$ cat config.mk
export PLATFORM = sky130hd
export DESIGN_NAME = arm_run_controller
export DESIGN_NICKNAME = d
export VERILOG_FILES = /design/src/rtl/arm_run_controller.sv
export SDC_FILE = /design/constraint.sdc
export NUM_CORES = 1
export LEC_CHECK = 0
export CORE_AREA = 2 2 79 157
export DETAILED_ROUTE_END_ITERATION = 6
export DIE_AREA = 0 0 81 159
export RECOVER_POWER = 50
export SLEW_MARGIN = 10
export SYNTH_ARGS = -nofsm -noshare
export SYNTH_HDL_FRONTEND = slang
export SYNTH_SLANG_ARGS = --single-unit
$ cat constraint.sdc
create_clock -name clk -period 2.2 [get_ports clk]
set_input_delay 0.44 -clock clk [delete_from_list [all_inputs] [get_ports clk]]
set_output_delay 0.44 -clock clk [all_outputs]
set_load 0.005 [all_outputs]
$ cat src/rtl/arm_run_controller.sv
// rtl/arm_run_controller.sv - run sequencer for the ARM pipeline core: reset hold, divided clock-enable, stop detection
//
// Purpose:
//   Holds the core in reset for RST_CYCLES after a start is accepted, then runs it.
//   While running it produces a divided clock-enable and counts RUN cycles. It also
//   watches the PC for a spin loop. The run ends on a halt request, a PC stall or a
//   cycle timeout. The core is then frozen and the cause is reported.
//
// Ports:
//   clk          system clock
//   rst          synchronous active-high reset
//   start        begin a run; accepted only in IDLE or DONE
//   fwd_mode_in  forwarding mode, latched on an accepted start
//   halt_req     external or core halt request
//   pc           core program counter
//   pc_valid     pc is meaningful this cycle
//   core_rst     reset to the core (high in IDLE and HOLD)
//   clk_en       divided clock-enable, high only in RUN
//   forward_enb  forwarding enable, constant for a whole run
//   done         run finished
//   done_reason  0 none, 1 halt, 2 stall, 3 timeout
//   cycle_count  RUN cycles elapsed, saturating

module arm_run_controller #(
    parameter int DIV_RATIO   = 2,
    parameter int RST_CYCLES  = 1,
    parameter int MAX_CYCLES  = 1000,
    parameter int STALL_LIMIT = 16,
    parameter int PC_W        = 32,
    parameter int CNT_W       = 32
) (
    input  logic             clk,
    input  logic             rst,
    input  logic             start,
    input  logic             fwd_mode_in,
    input  logic             halt_req,
    input  logic [PC_W-1:0]  pc,
    input  logic             pc_valid,
    output logic             core_rst,
    output logic             clk_en,
    output logic             forward_enb,
    output logic             done,
    output logic [1:0]       done_reason,
    output logic [CNT_W-1:0] cycle_count
);

    localparam int DIV_W   = (DIV_RATIO > 1) ? $clog2(DIV_RATIO) : 1;
    localparam int RST_W   = (RST_CYCLES > 1) ? $clog2(RST_CYCLES) : 1;
    localparam int STALL_W = $clog2(STALL_LIMIT + 2);

    typedef enum logic [1:0] {
        S_IDLE = 2'd0,
        S_HOLD = 2'd1,
        S_RUN  = 2'd2,
        S_DONE = 2'd3
    } state_t;

    state_t state;
    state_t state_nxt;

    logic [DIV_W-1:0]   div_cnt;
    logic [RST_W-1:0]   rst_cnt;
    logic [STALL_W-1:0] stall_cnt;
    logic [PC_W-1:0]    last_pc;
    logic               last_pc_vld;
    logic               fwd_q;
    logic [1:0]         reason_q;
    logic [CNT_W-1:0]   cnt_q;

    logic       tick;
    logic       hold_last;
    logic       stall_hit;
    logic       timeout_hit;
    logic [1:0] exit_reason;
    logic       accept_start;

    always_comb begin
        tick         = (state == S_RUN) && (div_cnt == DIV_W'(DIV_RATIO - 1));
        hold_last    = (rst_cnt == RST_W'(RST_CYCLES - 1));
        stall_hit    = (STALL_LIMIT != 0) && (stall_cnt >= STALL_W'(STALL_LIMIT));
        timeout_hit  = (MAX_CYCLES != 0) && (cnt_q == CNT_W'(MAX_CYCLES - 1));
        accept_start = start && ((state == S_IDLE) || (state == S_DONE));

        // Priority: halt over stall over timeout.
        exit_reason = 2'd0;
        if (halt_req) begin
            exit_reason = 2'd1;
        end else if (stall_hit) begin
            exit_reason = 2'd2;
        end else if (timeout_hit) begin
            exit_reason = 2'd3;
        end
    end

    always_comb begin
        state_nxt = state;
        case (state)
            S_IDLE: if (start) state_nxt = S_HOLD;
            S_HOLD: if (hold_last) state_nxt = S_RUN;
            S_RUN:  if (exit_reason != 2'd0) state_nxt = S_DONE;
            S_DONE: if (start) state_nxt = S_HOLD;
            default: state_nxt = S_IDLE;
        endcase
    end

    always_ff @(posedge clk) begin
        if (rst) begin
            state       <= S_IDLE;
            div_cnt     <= '0;
            rst_cnt     <= '0;
            stall_cnt   <= '0;
            last_pc     <= '0;
            last_pc_vld <= 1'b0;
            fwd_q       <= 1'b0;
            reason_q    <= 2'd0;
            cnt_q       <= '0;
        end else begin
            state <= state_nxt;

            if (accept_start) begin
                fwd_q       <= fwd_mode_in;
                rst_cnt     <= '0;
                div_cnt     <= '0;
                stall_cnt   <= '0;
                last_pc_vld <= 1'b0;
                reason_q    <= 2'd0;
                cnt_q       <= '0;
            end

            if (state == S_HOLD) begin
                rst_cnt <= rst_cnt + RST_W'(1);
            end

            if (state == S_RUN) begin
                if (div_cnt == DIV_W'(DIV_RATIO - 1)) begin
                    div_cnt <= '0;
                end else begin
                    div_cnt <= div_cnt + DIV_W'(1);
                end

                if (cnt_q != '1) begin
                    cnt_q <= cnt_q + CNT_W'(1);
                end

                // The PC is only looked at on slow-domain ticks, where the core actually advances.
                if (tick && pc_valid) begin
                    if (last_pc_vld && (pc == last_pc)) begin
                        if (stall_cnt != '1) begin
                            stall_cnt <= stall_cnt + STALL_W'(1);
                        end
                    end else begin
                        stall_cnt   <= '0;
                        last_pc     <= pc;
                        last_pc_vld <= 1'b1;
                    end
                end

                if (exit_reason != 2'd0) begin
                    reason_q <= exit_reason;
                end
            end
        end
    end

    // Outputs are decoded from registered state only.
    assign core_rst    = (state == S_IDLE) || (state == S_HOLD);
    assign clk_en      = tick;
    assign forward_enb = fwd_q;
    assign done        = (state == S_DONE);
    assign done_reason = reason_q;
    assign cycle_count = cnt_q;

endmodule

==> flow_metrics.tcl <==
set metrics [dict create \
    areaGrowthSynthToFinish_pct 31.3 \
    cp.required_ns 1.76 \
    vias_per_cell 6.19 \
    max-vdd-ir-drop_mv 0.414 \
    synth_top_family_by_area "simple AND/OR/NAND/NOR gates" \
    worstMarginPinSlew_ns 0.538 \
    fin_crit_ns 2.14 \
    clk_pin_slew_ns 0.06 \
    net-switching-power_mw 1.22 \
    yosys.area_share.simple 0.340 \
    post_cts_buffers 0 \
    rsz0062_at_grt "yes" \
    grt_use_total 0.256 \
    cts_tree "built" \
    synth.most_common_cell "dfxtp_1" \
    hpwl_um 11900 \
    post-route-period-util 0.975 \
    path_cells "inv_1 > ha_2 > or2_2 > clkdlybuf4s50_1" \
    pwr-share-comb 0.239 \
    slew_headroom 0.639 \
    hold_ws_ns 0.457 \
    reg2reg_setup_slack_ns 0.09 \
    synth_largest_area_cell "dfxtp_1" \
    hold_class "flop to flop" \
    regArea_um2 1540 \
    post_synth_fa_ha_maj_area_fraction 0.0234 \
    clock_skew_ns 0.00548 \
    drcViolationCount 0 \
    initial_core_util 0.415 \
    antenna_cells 0 \
    cp-start-kind "flop" \
    netlist_top_cells_area "dfxtp_1 32%, nand4_1 5.6%, and3_1 5.3%, nand3_1 5.1%, a22oi_1 4.7%" \
    syn-instance-count 598 \
    gp_congestion 0.881 \
    layout_setup_ws_ns 0.0551 \
    grt_pass1_vias 5192 \
    die_y_um 159 \
    holdBufCountCts 0 \
    fill_cells 1168 \
    ys_dominant_reg_cell "dfxtp_1" \
    antenna_found_initial 0 \
    worstPathArrival_ns 1.70 \
    row_count 56 \
    p_leak_nw 2.56 \
    numCtsBuffers 9 \
    pre_cts_slack_ns -0.265 \
    p_clk_frac 0.393 \
    cts-root-buf "clkbuf_16" \
    global_route.peak_usage_layer "met2" \
    firstDrtPassIters 5 \
    clock.fmax_ghz 0.466 \
    die_x_um 81 \
    path_class "flop to output pin" \
    p_total_mw 4.20 \
    netlist_area_um2 4820 \
    wl_per_cell_um 19.1 \
    endpoint_kind "output pin" \
    status "completed" \
    seq_power_share 0.368 \
    core_um2 11600 \
    synth_xor_area_frac 0.0690 \
    grt_use_met3 0.0346 \
    drt_wl_total_um 16100 \
    cpPeakStageDelay_ns 0.45 \
    dpl-instance-area_um2 6020 \
    slowest_stage "clkdlybuf4s50_1" \
    switching_share 0.292 \
    boundaryPins 76 \
    port-buffer-count 75 \
    synthMuxAreaShare 0.0166 \
    grt-ovfl-total 0 \
    clock_sinks 77 \
    drv_slew 0 \
    cts_buffer_depth 2 \
    final_area_um2 6330 \
    path_buf_inv 2 \
    internal-power_mw 2.97 \
    setup_viol 0 \
    dieArea_um2 12900 \
    ant_nets 0 \
    synth_seq_cells 77 \
    async_reset_ff_frac 0 \
    cap_violations 0 \
    layoutNonFillerInstCount 846 \
    cts_max_level 3 \
    insertion_delay_ns 0.34 \
    finalHoldViolations 0 \
    grt_pass1_wl_um 25700 \
    multiInputGateArea_um2 3070 \
    synth_nets 645 \
    num_vias 5238 \
    avgSynthCellArea_um2 8.06 \
    nNetsFinal 743 \
    synth_compound_area_frac 0.181 \
    final_core_utilization 0.544 \
    grt_use_met2 0.487 \
    use_met1 0.239 \
    ys_types 53 \
    drt_first_iter_violations 247 \
    drive_gt1_frac 0.121 \
    cp_max_fo 4 \
    path_delay_family "buffers and inverters" \
    synth_edf_count 0 \
    yosysSeqAreaShare 0.320 \
    synth_top_area_share 0.320 \
    synth_commonest_cells "77 x dfxtp_1, 49 x nand3_1, 43 x nand4_1, 41 x and3_1" \
    tns_ns 0 \
    p_per_area_nw_per_um2 663 \
    grt_max_degree 39 \
    yosys_warnings 0 \
    dp.cells 830 \
]
## power by group through the flow
stage                     clock network (mW)  logic (mW)  registers, mW
final                                   1.65        1.00           1.55
after floorplan                            0       0.590           1.56
after CTS                               1.67        1.03           1.55
after detailed placement                   0        1.02           1.57
after global placement                     0        1.00           1.57
after global routing                    1.73        1.10           1.55
## metal layers
| metal | wire (µm) | share of wire | vias to the layer above |
|---|---|---|---|
| li1 | - | - | 2469 |
| met1 | 5460 | 0.34 | 2518 |
| met2 | 9030 | 0.56 | 196 |
| met3 | 646 | 0.040 | 55 |
| met4 | 998 | 0.062 | 0 |
| met5 | 0 | 0 | - |
## worst reg2reg max path, cell delays in order (launching register included)
cell	delay [ns]
dfxtp_1	0.34
ha_1	0.18
nand3_2	0.17
nor4_2	0.42
a31o_1	0.36
clkbuf_2	0.26
mux2i_1	0.21
nor2_1	0.05
## path summary, 6_finish.rpt
check,cells past startpoint,startpoint,endpoint
setup / recovery,4,state[1]$_SDFFE_PP0P_,core_rst
hold / removal,2,forward_enb$_SDFFE_PP0P_,forward_enb$_SDFFE_PP0P_
setup reg to reg,7,cycle_count[1]$_SDFF_PP0_,cycle_count[1]$_SDFF_PP0_
hold reg to reg,2,forward_enb$_SDFFE_PP0P_,forward_enb$_SDFFE_PP0P_
## flip-flops by register name (all words and copies together) (netlist names)
name	cells
done_reason	2
rst_cnt	1
last_pc_vld	1
forward_enb	1
cycle_count	32
last_pc	32
stall_cnt	5
state	2
div_cnt	1
## cells by family (layout without fill, tap and decap cells)
| family | count (synthesis) | after routing |
|---|---|---|
| muxes | 8 | 8 |
| adders and majority gates | 9 | 9 |
| DFF | 77 | 77 |
| and+or+nand+nor | 275 | 275 |
| buffers and inverters | 57 | 160 |
| AOI/OAI and AO/OA | 134 | 134 |
| xor gates and xnor gates | 38 | 38 |
## area by class of cell
type | count | area share
tap | 145 | 0.0287
multi-input combinational | 464 | 0.485
clock inverter | 4 | 0.0111
clock buffer | 12 | 0.0405
inverter | 11 | 0.00652
timing repair buffer | 133 | 0.184
sequential | 77 | 0.244
## layout by cell type, fill, tap and decap left out, types with 10 or more instances in the layout
master / Yosys / routed
nor3_1: 12 / 11
a31oi_1: 25 / 25
a22oi_1: 30 / 30
a21oi_1: 15 / 15
nand4_1: 43 / 43
and3_1: 41 / 41
nand2_1: 26 / 26
xnor2_1: 15 / 13
clkdlybuf4s50_1: 0 / 45
nor2_1: 14 / 13
nand3b_1: 10 / 10
xor2_1: 23 / 23
dlygate4sd3_1: 0 / 29
nand3_1: 49 / 49
buf_4: 0 / 45
nor2b_1: 29 / 29
inv_1: 11 / 11
and4_1: 10 / 10
o21ai_0: 31 / 31
clkbuf_1: 31 / 10
dfxtp_1: 77 / 75
## repair_timing
action	in CTS	in global routing
resized for setup	3	4
gates cloned	0	0
pin swaps	0	0
endpoints found under the setup margin	2	4
Power figures use the tool's default switching activity.
